$ cat config.mk
export PLATFORM = sky130hd
export DESIGN_NAME = lcd_read_ctrl
export DESIGN_NICKNAME = d
export VERILOG_FILES = /design/src/rtl/lcd_read_ctrl.sv
export SDC_FILE = /design/constraint.sdc
export NUM_CORES = 1
export LEC_CHECK = 0
export CORE_ASPECT_RATIO = 0.7
export CORE_MARGIN = 2
export CORE_UTILIZATION = 35
export CTS_CLUSTER_DIAMETER = 200
export DETAILED_ROUTE_END_ITERATION = 12
export DONT_BUFFER_PORTS = 1
export PLACE_DENSITY = 0.47
export SLEW_MARGIN = 20
export SYNTH_ARGS = -nofsm -noshare
export SYNTH_HDL_FRONTEND = slang
export SYNTH_SLANG_ARGS = --single-unit
$ cat constraint.sdc
create_clock -name clk -period 3.6 [get_ports clk]
set_clock_uncertainty 0.05 [all_clocks]
set_input_delay 0.72 -clock clk [delete_from_list [all_inputs] [get_ports clk]]
set_output_delay 0.72 -clock clk [all_outputs]
set_load 0.02 [all_outputs]
$ cat src/rtl/lcd_read_ctrl.sv
// HD44780 read-cycle controller: busy-flag/address reads, data reads and BF auto-poll.
// Optional macro LCD_READ_TIMEOUT_EN bounds auto-poll to MAX_POLLS reads and adds a timeout pulse.
module lcd_read_ctrl #(
  parameter int unsigned T_AS = 4,
  parameter int unsigned T_EH = 24,
  parameter int unsigned T_EL = 24
`ifdef LCD_READ_TIMEOUT_EN
  , parameter logic [15:0] MAX_POLLS = 16'd1000
`endif
) (
  input  logic       clk,
  input  logic       reset_n,
  input  logic       req,
  input  logic       req_rs,
  input  logic       req_poll,
  output logic       ready,
  output logic       rd_valid,
  output logic [7:0] rd_data,
  output logic       busy_flag,
  output logic [6:0] addr_cnt,
  output logic       owns_bus,
  output logic       lcd_RS,
  output logic       lcd_RW,
  output logic       lcd_E,
`ifdef LCD_READ_TIMEOUT_EN
  output logic       timeout,
`endif
  input  logic [7:0] lcd_data_in
);

  localparam logic [7:0] LD_AS = 8'(T_AS - 1);
  localparam logic [7:0] LD_EH = 8'(T_EH - 1);
  localparam logic [7:0] LD_EL = 8'(T_EL - 1);

  typedef enum logic [2:0] {IDLE, SETUP, EHIGH, ELOW, DONE} state_t;
  typedef struct packed {
    logic rs;
    logic poll;
  } rd_req_t;

  state_t     state, state_n;
  logic [7:0] cnt, cnt_n;
  rd_req_t    req_l, req_n;
  logic       sample, repoll, to_hit;
`ifdef LCD_READ_TIMEOUT_EN
  logic [15:0] poll_cnt;
`endif

  // busy_flag already holds this round's sample by DONE (T_EL >= 1)
  assign repoll = req_l.poll & busy_flag;

  always_comb begin
    state_n = state;
    cnt_n   = cnt;
    req_n   = req_l;
    sample  = 1'b0;
    to_hit  = 1'b0;
    case (state)
      IDLE: if (req) begin
        state_n    = SETUP;
        cnt_n      = LD_AS;
        req_n.rs   = req_rs & ~req_poll;
        req_n.poll = req_poll;
      end
      SETUP: if (cnt == 8'd0) begin
        state_n = EHIGH;
        cnt_n   = LD_EH;
      end else cnt_n = cnt - 8'd1;
      EHIGH: if (cnt == 8'd0) begin
        state_n = ELOW;
        cnt_n   = LD_EL;
        sample  = 1'b1;
      end else cnt_n = cnt - 8'd1;
      ELOW: if (cnt == 8'd0) state_n = DONE;
            else cnt_n = cnt - 8'd1;
      DONE: if (repoll) begin
`ifdef LCD_READ_TIMEOUT_EN
        if (poll_cnt == MAX_POLLS - 16'd1) begin
          state_n = IDLE;
          to_hit  = 1'b1;
        end else
`endif
        begin
          state_n = SETUP;
          cnt_n   = LD_AS;
        end
      end else state_n = IDLE;
      default: state_n = IDLE;
    endcase
  end

  // Bus pins are registered off the next state so they switch cleanly on the clock edge.
  always_ff @(posedge clk or negedge reset_n) begin
    if (!reset_n) begin
      state     <= IDLE;
      cnt       <= 8'd0;
      req_l     <= '0;
      ready     <= 1'b1;
      owns_bus  <= 1'b0;
      lcd_RS    <= 1'b0;
      lcd_RW    <= 1'b0;
      lcd_E     <= 1'b0;
      rd_valid  <= 1'b0;
      rd_data   <= 8'd0;
      busy_flag <= 1'b0;
      addr_cnt  <= 7'd0;
    end else begin
      state    <= state_n;
      cnt      <= cnt_n;
      req_l    <= req_n;
      ready    <= (state_n == IDLE);
      owns_bus <= (state_n != IDLE);
      lcd_RW   <= (state_n != IDLE);
      lcd_RS   <= (state_n != IDLE) & req_n.rs;
      lcd_E    <= (state_n == EHIGH);
      rd_valid <= (state_n == DONE) & ~repoll;
      if (sample) begin
        rd_data <= lcd_data_in;
        if (!req_l.rs) {busy_flag, addr_cnt} <= lcd_data_in;
      end
    end
  end

`ifdef LCD_READ_TIMEOUT_EN
  always_ff @(posedge clk or negedge reset_n) begin
    if (!reset_n) begin
      poll_cnt <= 16'd0;
      timeout  <= 1'b0;
    end else begin
      timeout <= to_hit;
      if (state == IDLE && req) poll_cnt <= 16'd0;
      else if (state == DONE && repoll) poll_cnt <= poll_cnt + 16'd1;
    end
  end
`else
  logic unused_to;
  assign unused_to = to_hit;
`endif

endmodule

* After elaboration in Yosys (flattened, before gate mapping)
Cells that the tools add are included.
** Operators by class
- Eq/ne operators :: 9
- Magnitude comparators :: 0
- Shift-type cells :: 0
- Muxes and demuxes :: 15
- $add $sub $neg :: 1
- Div/mod/pow operators :: 0
- Bitwise operators :: 7
- Reduce and logical (&&, ||, !) cells :: 9
- Multiply operators :: 0
** Operators with widths (count)
- 8-bit 2-to-1 mux :: 4
- 8-bit case mux with 4 select lines :: 1
- 3-bit case mux with 5 select lines :: 1
- 3-bit 2-to-1 mux :: 4
- 3-bit by 2-bit equality test with 1-bit output, second input constant :: 3
- 8-bit logical NOT :: 1
- 8-bit by 1-bit subtractor with 8-bit output, second input constant :: 1
- 3-bit equality test, second input constant :: 2
- 3-bit logical NOT :: 2
- 2-bit inequality test, second input constant :: 3
- 1-bit bitwise AND :: 4
- 2-bit 2-to-1 mux :: 2
- 2-bit AND reduction :: 2
- 4-bit AND reduction :: 1
- 4-bit nonzero test :: 1
- 3-bit by 1-bit equality test with 1-bit output, second input constant :: 1
- 1-bit 2-to-1 mux :: 3
- 1-bit NOT :: 3
- 3-bit nonzero test :: 1
- 2-bit OR reduction :: 1
** Storage, ports and cells
- ROM bits :: 0
- Bits in registers :: 34
- Bits in latches :: 0
- Logic and storage cells :: 53
- Output and inout bits :: 22
- Input port bits :: 13
- Memories kept :: 0
- Bits in writable memories :: 0

* Longest topological paths before layout
Gate-level depths: netlist of run 1.
- Depth after elaboration :: 5
- Mapped depth :: 6
- Mapped depth without buffers :: 6

* Worst setup path after synthesis of run 1
Ideal clock, no wire load.
- Path kind :: register -> register
- From :: register cnt[0]
- To :: register addr_cnt[0]
- Slack :: 1.639 ns
- Data arrival time :: 1.786 ns
- Setup time :: 0.125 ns
- Stages on the path, launching flop included :: 7
- Clock period less this slack :: 1.961 ns
- Path buffers :: 0
- Required time :: 3.425 ns
- Cells stage by stage :: dfrtp_1 > inv_1 > ha_1 > nor3b_2 > nand4_4 > nor2_8 > mux2_2
** Between the ends
- Word-level cells in the longest chain between the ends :: 4
** Ends and longest elaborated chain
- start, declared :: line 42 : logic [7:0] cnt, cnt_n;
- start signal, assigned :: line 109 : cnt <= cnt_n;
- 8-bit logical NOT :: line 69 : EHIGH: if (cnt == 8'd0) begin
- 1-bit 2-to-1 mux :: line 69
- 1-bit 2-to-1 mux :: line 58 : case (state)
- 2-bit AND reduction (no line)
- end signal, assigned :: line 119 : if (!req_l.rs) {busy_flag, addr_cnt} <= lcd_data_in;
- end, declared :: line 20 : output logic [6:0] addr_cnt,
Every way passes these cells.
A chain may end at the register's enable or synchronous reset.

* Worst setup path after layout of run 1
- From :: register cnt[0]
- To :: register addr_cnt[2]
Same word-level chain as after synthesis.

==> results of run 1 <==
-- state kept, by name, indices dropped and copies added (netlist names) --
signal and count:
state 3, req_l 2, rd_data 8, addr_cnt 7, lcd_RW 1, cnt 8, rd_valid 1, busy_flag 1
lcd_E 1, lcd_RS 1, ready 1
-- cell families after synthesis --
logic type / Yosys count / synth area share (%)
xor gates and xnor gates: 1 / 0.564
AOI/OAI and AO/OA: 21 / 9.91
adders and majority gates: 2 / 1.61
and+or+nand+nor: 37 / 17.1
buffers and inverters: 8 / 2.26
DFF: 34 / 54.9
muxes: 19 / 13.7
-- per-layer routing --
layer | part of all wire [%] | track usage, %
met5 | 0 | 0
met4 | 0.68 | 5.53
met3 | 7.5 | 5.80
met2 | 44 | 21.8
met1 | 47 | 18.2
-- power by group through the flow --
stage	clock, uW	combinational, uW	sequential, uW
2_1_floorplan	0	354	705
3_3_place_gp	0	372	767
3_5_place_dp	0	376	770
4_1_cts	338	377	763
5_1_grt	358	428	787
6_report	328	376	764
-- cell usage in the layout, fill, tap and decap left out, types with 2 or more instances in the layout --
master	synthesis	final
sky130_fd_sc_hd__a21o_1	2	2
sky130_fd_sc_hd__a21oi_1	5	5
sky130_fd_sc_hd__and2_1	2	2
sky130_fd_sc_hd__and3_1	2	2
sky130_fd_sc_hd__clkbuf_8	0	8
sky130_fd_sc_hd__dfrtp_1	33	33
sky130_fd_sc_hd__ha_1	2	2
sky130_fd_sc_hd__inv_1	4	4
sky130_fd_sc_hd__mux2_2	18	18
sky130_fd_sc_hd__nand2_1	3	3
sky130_fd_sc_hd__nand3_1	3	3
sky130_fd_sc_hd__nand3b_1	3	3
sky130_fd_sc_hd__nor2_1	7	7
sky130_fd_sc_hd__nor3_1	2	2
sky130_fd_sc_hd__nor4_1	3	3
sky130_fd_sc_hd__o21ai_0	2	2
-- final cells by class --
class	count	area, um^2
fillers	414	2590
flip-flops and latches	34	852
multi-input cells	80	666
clock buffers	8	110
well taps	55	68.8
inverters	4	15.0
-- synth_stat cells (all sizes together) (2+ instances only) --
| cell | number | area share, % |
|---|---|---|
| a21o | 2 | 0.97 |
| a21oi | 5 | 1.6 |
| and2 | 2 | 0.81 |
| and3 | 2 | 0.81 |
| buf | 2 | 0.81 |
| clkbuf | 2 | 0.48 |
| dfrtp | 33 | 53 |
| ha | 2 | 1.6 |
| inv | 4 | 0.97 |
| mux2 | 18 | 13 |
| nand2 | 3 | 0.73 |
| nand3 | 3 | 0.97 |
| nand3b | 3 | 1.5 |
| nand4 | 2 | 1.8 |
| nor2 | 8 | 3.0 |
| nor3 | 2 | 0.64 |
| nor3b | 2 | 1.3 |
| nor4 | 4 | 2.6 |
| o21ai | 2 | 0.64 |
-- how the worst max path moves through the flow --
stage / to / slack, ns
after floorplan: addr_cnt[0]$_DFFE_PN0P_ / 1.64
after global placement: addr_cnt[3]$_DFFE_PN0P_ / 1.45
after detailed placement: addr_cnt[2]$_DFFE_PN0P_ / 1.39
after CTS: addr_cnt[2]$_DFFE_PN0P_ / 1.37
after global routing: addr_cnt[2]$_DFFE_PN0P_ / 1.21
final: addr_cnt[2]$_DFFE_PN0P_ / 1.38
-- through the flow --
step                setup slack, ns  cells  util [%]
floorplan                      1.64    122         -
finish                         1.38    181      39.8
global placement               1.45    173      37.2
detailed placement             1.39    173      37.2
global route                   1.21    181      39.8
CTS                            1.37    181      39.8
==> summary.md, run 1 <==
| Metric | Value |
|---|---|
| Run status | `complete, no violations` |
| CP Data Required Time | `3.72 ns` |
| Max incr delay on CP | `0.44 ns` |
| Number of rows created at floorplan | `20` |
| Cell internal pwr | `906 uW` |
| Routed len/inst | `17.1 um` |
| Count of endpoints failing setup in the final report | `0` |
| Worst hold slack | `0.0716 ns` |
| Count of different cell masters after synthesis | `45` |
| Die height | `59.7 um` |
| Peak supply drop | `0.000339 V` |
| CTS tree | `built` |
| Final number of max-transition violations | `0` |
| Top Ports | `35` |
| Number of buffers inserted by post-CTS setup repair | `0` |
| Clock sink total | `34` |
| Via count normalized by instance count | `5.43` |
| Largest buffer count on any clock path | `2` |
| Critical Path Source Type | `register` |
| Maximum number of pins on one net before global-route repair | `35` |
| Share of cells above drive strength 1 | `26.2%` |
| Reg2reg start | `cnt[0]$_DFFE_PN0P_` |
| Setup slack of the worst register-to-register path | `1.38 ns` |
| Number of global-route vias before repair | `1051` |
| Post-detail-place hpwl | `2.22 mm` |
| Cell area after layout | `0.00171 mm^2` |
| Fraction of power consumed by sequential logic | `52.0%` |
| Antenna fix cells | `0` |
| Root Driver | `sky130_fd_sc_hd__clkbuf_8` |
| Number of cells on the worst reg-to-reg path | `6` |
| Part of the Yosys area used for sequential elements | `54.9%` |
| Wire length of the first global-routing pass | `5.39 mm` |
| Total negative slack for setup checks | `0 ns` |
| Cells traversed along the worst timing path | `inv_1, ha_1, nor3b_2, nand4_4, nor2_8, mux2_2` |
| Setup repair after global routing missed its margin | `false` |
| Worst slew pin tran | `0.509 ns` |
| Endpoint kind of the worst setup timing path | `register` |
| Worst flop-to-flop path endpoint | `addr_cnt[2]$_DFFE_PN0P_` |
| Total power of the final layout | `1470 uW` |
| Min Tclk post-route | `2.22 ns` |
| WS Path Type | `register to register` |
| Worst rel slew slack | `65.9%` |
| Number of synthesis warnings | `0` |
| Net count after synthesis | `137` |
| Number of remaining DRC errors | `0` |
| Resized Gates After CTS | `0` |
| GPL Wtd Cong | `0.731` |
| Kind of cell adding the most delay to the critical path | `simple AND/OR/NAND/NOR gates` |
| Most used flip-flop cell after synthesis | `sky130_fd_sc_hd__dfrtp_1` |
| Total grt overflow | `0` |
| Avg Cell Area, Syn | `12.7 um^2` |
| Power density cells | `858 mW/mm^2` |
| Endpoints failing hold | `0` |
| 1st-pass router iterations | `4` |
| DP Area | `0.00160 mm^2` |
| Number of nets at the end of the flow | `140` |
| Net switching fraction of the power | `38.3%` |
| Buf+Inv Stages, Crit Path | `1` |
| Slowest CP cell | `sky130_fd_sc_hd__nor3b_2` |
| Htree depth | `2` |
| Number of buffers added on ports | `0` |
| Die area | `0.00499 mm^2` |
| Number of enable flip-flop cells after synthesis | `0` |
| Layout-stage area growth over the synthesis result | `10.2%` |
| Hold WC Path Type | `input pin to asynchronous set/reset pin` |
| Post-synthesis instance total | `122` |
| Total via count in the routed design | `983` |
| Async S/R FF share, synth | `100%` |
| Core area | `0.00430 mm^2` |
| Insertion delay to the later sink of the worst-skew pair | `0.29 ns` |
| Arrival @ worst endpoint | `2.34 ns` |
| Tot GR Track Use | `14.2%` |
| Maximum fanout count along the critical path | `9` |
| Logic gate share of total power | `25.6%` |
| Total standard cell area after synthesis | `0.00155 mm^2` |
| Post-detailed-routing wire length | `3.09 mm` |
| Starting density of the core | `36.1%` |
| Number of synthesized register bits | `34` |
| Number of antenna violations at the first check in global routing | `0` |
| Period utilisation layout | `61.6%` |
| Lkg Pwr | `0.000778 uW` |
| Clock power share | `22.4%` |
| Hold buffers post-CTS | `0` |
| Antenna violation net count after detailed routing | `0` |
| Die Span X | `83.6 um` |
| Initial DRC count | `42` |
| Clock slew seen by the registers of the worst setup and hold paths | `0.07 ns` |
| TritonCTS buffer count | `5` |
| Number of maximum-capacitance violations | `0` |
| Switching component of the power | `562 uW` |
| Logic depth of the worst path, buffers included | `6` |
| Critical Path Source | `cnt[0]$_DFFE_PN0P_` |
| Highest achievable clock rate | `0.451 GHz` |
(Power assumes the default switching activity.)
==> run 2, diff against run 1 <==
- PLACE_DENSITY: 0.47 -> 0.49
- clock period: 3.6 -> 1.94 ns (I/O delays scaled with it)
==> run 2 against run 1 <==
Count of clock-buffer cells in the layout fell by 1. Setup slack got worse by 1.3 ns. Global-route usage grew 0.19 points. First-iteration DRC count is 40% higher. Worst hold slack better by 0.13 ns. Highest routed layer unchanged. Sequential share of layout area decreased by 3.7 points. Critical path type unchanged.
==> summary.md, run 2 (synthesis gave the netlist of run 1 again) <==
| Metric | Value |
|---|---|
| Antenna violation net count after detailed routing | `0 (unchanged)` |
| Total grt overflow | `0 (unchanged)` |
| CP Data Required Time | `2.06 ns (-1.66 ns)` |
| DP Area | `0.00171 mm^2 (+6.5%)` |
| Starting density of the core | `36.1% (unchanged)` |
| Number of buffers added on ports | `0 (unchanged)` |
| Top Ports | `35 (unchanged)` |
| Critical Path Source | `cnt[1]$_DFFE_PN0P_` |
| Top routing layer used | `met4` |
| Final number of max-transition violations | `0 (unchanged)` |
| Setup slack of the worst register-to-register path | `0.11 ns (-1.27 ns)` |
| Power density cells | `1560 mW/mm^2 (+81%)` |
| Reg2reg start | `cnt[1]$_DFFE_PN0P_` |
| Most frequent cells in the layout | `sky130_fd_sc_hd__dfrtp_1 (33), sky130_fd_sc_hd__mux2_2 (18), sky130_fd_sc_hd__buf_4 (16)` |
| 1st-pass router iterations | `4 (unchanged)` |
| Hold WC Path Type | `input pin to register` |
| Core area | `0.00430 mm^2 (unchanged)` |
| Clock sink total | `34 (unchanged)` |
| Post-route non-filler standard cell count | `199 (+9.9%)` |
| Worst slew pin tran | `0.467 ns (-0.0420 ns)` |
| Registers with the most flip-flops | `cnt (8), rd_data (8), addr_cnt (7)` |
| Period utilisation layout | `94.2% (+33 points)` |
| Largest buffer count on any clock path | `2 (unchanged)` |
| WS Path Type | `register to register` |
| Number of placed cells counting well taps | `186 (+7.5%)` |
| Critical Path Source Type | `register` |
| Endpoints failing hold | `0 (unchanged)` |
| Via count normalized by instance count | `5.20 (-4.3%)` |
| Met3 routed WL | `204 um (-12%)` |
| Met2 wire length | `1.38 mm (+0.44%)` |
| Cell area after layout | `0.00185 mm^2 (+8.0%)` |
| Initial DRC count | `59 (+40%)` |
| Tot GR Track Use | `14.4% (+0.19 points)` |
| Routed len/inst | `15.9 um (-7.0%)` |
| Antenna fix cells | `0 (unchanged)` |
| Htree depth | `2 (unchanged)` |
| Total via count in the routed design | `1034 (+5.2%)` |
| Root Driver | `sky130_fd_sc_hd__clkbuf_8` |
| Endpoint kind of the worst setup timing path | `register` |
| Die height | `59.7 um (unchanged)` |
| Run status | `complete, no violations` |
| Number of nets at the end of the flow | `158 (+13%)` |
| Maximum fanout count along the critical path | `8 (-1)` |
| Clock slew seen by the registers of the worst setup and hold paths | `0.07 ns (about the same)` |
| Maximum number of pins on one net before global-route repair | `35 (unchanged)` |
| CTS tree | `built` |
| Number of antenna violations at the first check in global routing | `0 (unchanged)` |
| GPL Wtd Cong | `0.827 (+13%)` |
| Peak supply drop | `0.000591 V (+74%)` |
| Arrival @ worst endpoint | `1.94 ns (-0.40 ns)` |
| Number of remaining DRC errors | `0 (unchanged)` |
| Worst rel slew slack | `68.6% (+2.7 points)` |
| Lkg Pwr | `0.000857 uW (+10%)` |
| Number of global-route vias before repair | `1057 (+0.57%)` |
| Layout-stage area growth over the synthesis result | `19.1%` |
| Min Tclk post-route | `1.83 ns (-0.389 ns)` |
| Number of cells on the worst reg-to-reg path | `6 (unchanged)` |
| Post-detail-place hpwl | `2.25 mm (+1.4%)` |
| Highest achievable clock rate | `0.547 GHz (+21%)` |
| Die Span X | `83.6 um (unchanged)` |
| Number of rows created at floorplan | `20 (unchanged)` |
| Slowest CP cell | `sky130_fd_sc_hd__dfrtp_1` |
| Count of endpoints failing setup in the final report | `0 (unchanged)` |
| TritonCTS buffer count | `5 (unchanged)` |
| Number of cells on the worst hold path | `1` |
| Beginning of the worst hold path | `lcd_data_in[6]` |
| Cells traversed along the worst timing path | `inv_2, ha_1, nor3b_4, nand4_4, nor2_8, mux2_2` |
| Die area | `0.00499 mm^2 (unchanged)` |
| Insertion delay to the later sink of the worst-skew pair | `0.28 ns (about the same)` |
| Post-detailed-routing wire length | `3.16 mm (+2.3%)` |
| Commonest non-fill, non-tap cell in the layout | `sky130_fd_sc_hd__dfrtp_1` |
| Wire length of the first global-routing pass | `5.31 mm (-1.5%)` |
| Max incr delay on CP | `0.40 ns (-0.04 ns)` |
| Met1 wire length | `1.53 mm (+4.0%)` |
| Share of cells above drive strength 1 | `34.7% (+8.5 points)` |
| Number of maximum-capacitance violations | `0 (unchanged)` |
## run 2: per-layer routing
| metal | global-route usage (%) | vias up |
|---|---|---|
| li1 | - | 494 |
| met4 | 7.60 | 0 |
| met2 | 20.2 | 27 |
| met3 | 5.39 | 5 |
| met5 | 0 | - |
| met1 | 19.5 | 508 |
## run 2: area by class of cell
class	count	area, um^2
Fill cell	400	2450
Multi-Input combinational cell	80	672
Clock buffer	7	86.3
Clock inverter	1	5.00
Tap cell	55	68.8
Inverter	4	15.0
Timing Repair Buffer	18	150
Sequential cell	34	852
## run 2: final timing paths
kind                                           end
max                        addr_cnt[6]$_DFFE_PN0P_
min                         rd_data[6]$_DFFE_PN0P_
max reg2reg                addr_cnt[6]$_DFFE_PN0P_
min reg2reg                     rd_valid$_DFF_PN0_
max in group asynchronous          ready$_DFF_PN1_
min in group asynchronous       req_l[1]$_DFF_PN0_
## run 2: stage by stage
step / setup slack [ns] / util [%] / hold slack [ns] / TNS [ns] / power (uW)
final: 0.113 / 43.0 / 0.205 / 0 / 2880
after global placement: 0.100 / 39.6 / 0.0430 / 0 / 2270
after CTS: 0.0293 / 42.4 / 0.193 / 0 / 2860
after floorplan: 0.0595 / - / 0.0424 / 0 / 1980
after detailed placement: 0.0381 / 39.6 / 0.0430 / 0 / 2300
after global routing: -0.0241 / 43.0 / 0.179 / -0.129 / 3100
## run 2: critical path: cells and delay by family (launching register included)
family                   cells  cell delay (ns)
adder cells (fa/ha/maj)      1             0.14
buffers and inverters        1             0.07
flip-flops                   1             0.40
multiplexers                 1             0.36
AND/OR/NAND/NOR              3             0.69
## run 2: repair_timing
item                                    CTS  global route
hold buffers                              2             0
endpoints found under the setup margin    0            20
resized for setup                         0             1
endpoints found under the hold margin    34             0
buffers inserted                          0             3
## run 2: report_power, final
part | internal (uW) | switching (uW)
Combinational | 535 | 479
Clock | 286 | 239
Sequential | 962 | 378
==> run 3, diff against run 2 <==
- CORE_UTILIZATION: 35 -> 29
- PLACE_DENSITY: 0.49 -> 0.42
==> run 3 against run 2 <==
Setup slack gained 0.015 ns. Sequential power is essentially flat. Critical path type unchanged. First-iteration DRC count fell by 47%. Fmax increased by 0.80%. Count of clock-buffer cells in the layout is the same. Non-clock buffer count stayed put. Global-route usage down 1.8 points. Largest cell class unchanged. Largest power group unchanged. Cell count grew 8.5%. Highest routed layer unchanged. Sequential cell count unchanged.
==> summary.md, run 3 (synthesis gave the netlist of run 1 again) <==
| Metric | Value |
|---|---|
| Multi-input gate area in the final layout | `672 um^2 (unchanged)` |
| Initial DRC count | `31 (-47%)` |
| Number of rows created at floorplan | `22 (+10%)` |
| Endpoints failing hold | `0 (unchanged)` |
| Reg2reg start | `cnt[1]$_DFFE_PN0P_` |
| CTS tree | `built` |
| Number of antenna violations at the first check in global routing | `0 (unchanged)` |
| Worst flop-to-flop path endpoint | `busy_flag$_DFFE_PN0P_` |
| Power density cells | `1540 mW/mm^2 (-0.96%)` |
| Total negative slack for setup checks | `0 ns (unchanged)` |
| Die area | `0.00597 mm^2 (+19%)` |
| CP Data Required Time | `2.05 ns (about the same)` |
| GPL Wtd Cong | `0.772 (-6.7%)` |
| Hold WC Path Type | `input pin to register` |
| Share of cells above drive strength 1 | `34.7% (unchanged)` |
| Root Driver | `sky130_fd_sc_hd__clkbuf_8` |
| Most frequent cells in the layout | `sky130_fd_sc_hd__dfrtp_1 (33), sky130_fd_sc_hd__mux2_2 (18), sky130_fd_sc_hd__buf_4 (16)` |
| 1st-pass router iterations | `4 (unchanged)` |
| Sink of the worst hold path | `rd_data[4]$_DFFE_PN0P_` |
| Count of endpoints failing setup in the final report | `0 (unchanged)` |
| Min Tclk post-route | `1.81 ns (-0.0145 ns)` |
| Critical Path Source Type | `register` |
| Setup repair after global routing missed its margin | `false` |
| Antenna fix cells | `0 (unchanged)` |
| Number of buffers added on ports | `0 (unchanged)` |
| Largest buffer count on any clock path | `2 (unchanged)` |
| Lkg Pwr | `0.000857 uW (about the same)` |
| TritonCTS buffer count | `5 (unchanged)` |
| Routed len/inst | `15.5 um (-2.6%)` |
| Commonest non-fill, non-tap cell in the layout | `sky130_fd_sc_hd__dfrtp_1` |
| Htree depth | `2 (unchanged)` |
| Number of nets at the end of the flow | `158 (unchanged)` |
| Number of cells on the worst reg-to-reg path | `6 (unchanged)` |
| Core area | `0.00520 mm^2 (+21%)` |
| Number of cells on the worst hold path | `1 (unchanged)` |
| Number of remaining DRC errors | `0 (unchanged)` |
| Final number of max-transition violations | `0 (unchanged)` |
| Cell area after layout | `0.00187 mm^2 (+1.2%)` |
| Via count normalized by instance count | `4.84 (-6.9%)` |
| Number of global-route vias before repair | `1099 (+4.0%)` |
| Period utilisation layout | `93.4% (-0.75 points)` |
| Registers with the most flip-flops | `cnt (8), rd_data (8), addr_cnt (7)` |
| Arrival @ worst endpoint | `1.93 ns (about the same)` |
| Maximum number of pins on one net before global-route repair | `35 (unchanged)` |
| Post-detailed-routing wire length | `3.34 mm (+5.7%)` |
| Post-route non-filler standard cell count | `216 (+8.5%)` |
| Total via count in the routed design | `1045 (+1.1%)` |
| Clock sink total | `34 (unchanged)` |
| Maximum fanout count along the critical path | `8 (unchanged)` |
| Worst rel slew slack | `74.5% (+5.9 points)` |
| Starting density of the core | `29.8% (-6.2 points)` |
| Seq. cell area | `852 um^2 (unchanged)` |
| Number of placed cells counting well taps | `205 (+10%)` |
| Top Ports | `35 (unchanged)` |
| Worst slew pin tran | `0.382 ns (-0.0851 ns)` |
| Number of maximum-capacitance violations | `0 (unchanged)` |
| Die height | `65.2 um (+9.2%)` |
| WS Path Type | `register to register` |
| Total power of the final layout | `2880 uW (+0.18%)` |
| Layout-stage area growth over the synthesis result | `20.5%` |
| Tot GR Track Use | `12.6% (-1.8 points)` |
| Clock slew seen by the registers of the worst setup and hold paths | `0.07 ns (about the same)` |
| Antenna violation net count after detailed routing | `0 (unchanged)` |
| Wire length of the first global-routing pass | `5.76 mm (+8.6%)` |
| Setup slack of the worst register-to-register path | `0.13 ns (about the same)` |
| Beginning of the worst hold path | `lcd_data_in[4]` |
| Die Span X | `91.5 um (+9.4%)` |
| Fill cell count | `501 (+25%)` |
| Endpoint kind of the worst setup timing path | `register` |
| DP Area | `0.00174 mm^2 (+2.1%)` |
| Insertion delay to the later sink of the worst-skew pair | `0.28 ns (about the same)` |
| Run status | `complete, no violations` |
| Total grt overflow | `0 (unchanged)` |
| Highest achievable clock rate | `0.552 GHz (+0.80%)` |
| Post-detail-place hpwl | `2.48 mm (+10%)` |
| Peak supply drop | `0.000412 V (-30%)` |
-- run 3: cell counts in the layout (fill, tap and decap cells not counted) --
Identical to the previous run, type by type.
-- run 3: critical path, stage by stage, from the launching register on --
cell	delay, ns
sky130_fd_sc_hd__dfrtp_1	0.40
sky130_fd_sc_hd__inv_2	0.08
sky130_fd_sc_hd__ha_1	0.14
sky130_fd_sc_hd__nor3b_4	0.30
sky130_fd_sc_hd__nand4_4	0.17
sky130_fd_sc_hd__nor2_8	0.19
sky130_fd_sc_hd__mux2_2	0.36
-- run 3: through the flow --
stage	util, %	hold WS (ns)	setup slack (ns)
finish	36.0	0.207	0.128
global route	36.0	0.190	0.00446
detailed placement	33.5	0.0430	0.0939
CTS	35.8	0.196	0.0759
floorplan	-	0.0424	0.0595
global placement	33.5	0.0430	0.173
-- run 3: cell type report --
| cell class | count | area share [%] |
|---|---|---|
| multi-input cells | 80 | 35.9 |
| clock buffers | 7 | 4.62 |
| inverters | 4 | 0.803 |
| clock inverters | 1 | 0.268 |
| well taps | 72 | 4.82 |
| repair buffers | 18 | 8.03 |
| flip-flops and latches | 34 | 45.6 |
-- run 3: report_power, final --
group	switching (uW)	internal, uW
logic	453	526
registers	411	961
clock network	246	286
total	1110	1770
-- run 3: how the worst max path moves through the flow --
stage / endpoint / start / cells after the start / slack [ns]
4_1_cts: busy_flag$_DFFE_PN0P_ / cnt[1]$_DFFE_PN0P_ / 6 / 0.08
3_5_place_dp: addr_cnt[4]$_DFFE_PN0P_ / cnt[1]$_DFFE_PN0P_ / 6 / 0.09
3_3_place_gp: cnt[4]$_DFFE_PN0P_ / cnt[0]$_DFFE_PN0P_ / 6 / 0.17
2_1_floorplan: addr_cnt[0]$_DFFE_PN0P_ / cnt[0]$_DFFE_PN0P_ / 6 / 0.06
5_1_grt: addr_cnt[0]$_DFFE_PN0P_ / cnt[1]$_DFFE_PN0P_ / 6 / 0.004
6_report: busy_flag$_DFFE_PN0P_ / cnt[1]$_DFFE_PN0P_ / 6 / 0.13
-- run 3: repair_timing --
action	CTS	global route
buffers inserted	0	1
setup endpoints to repair	0	10
resized for setup	0	1
hold buffers	2	0
hold endpoints to repair	34	0
-- run 3: metal layers --
layer	share of wire, %	vias up	routed length [um]	GRT usage, %
met3	5.1	2	171	3.78
met1	51	524	1700	17.5
met2	43	26	1440	18.6
met5	0	-	0	0
li1	-	493	-	-
met4	0.81	0	27	4.36
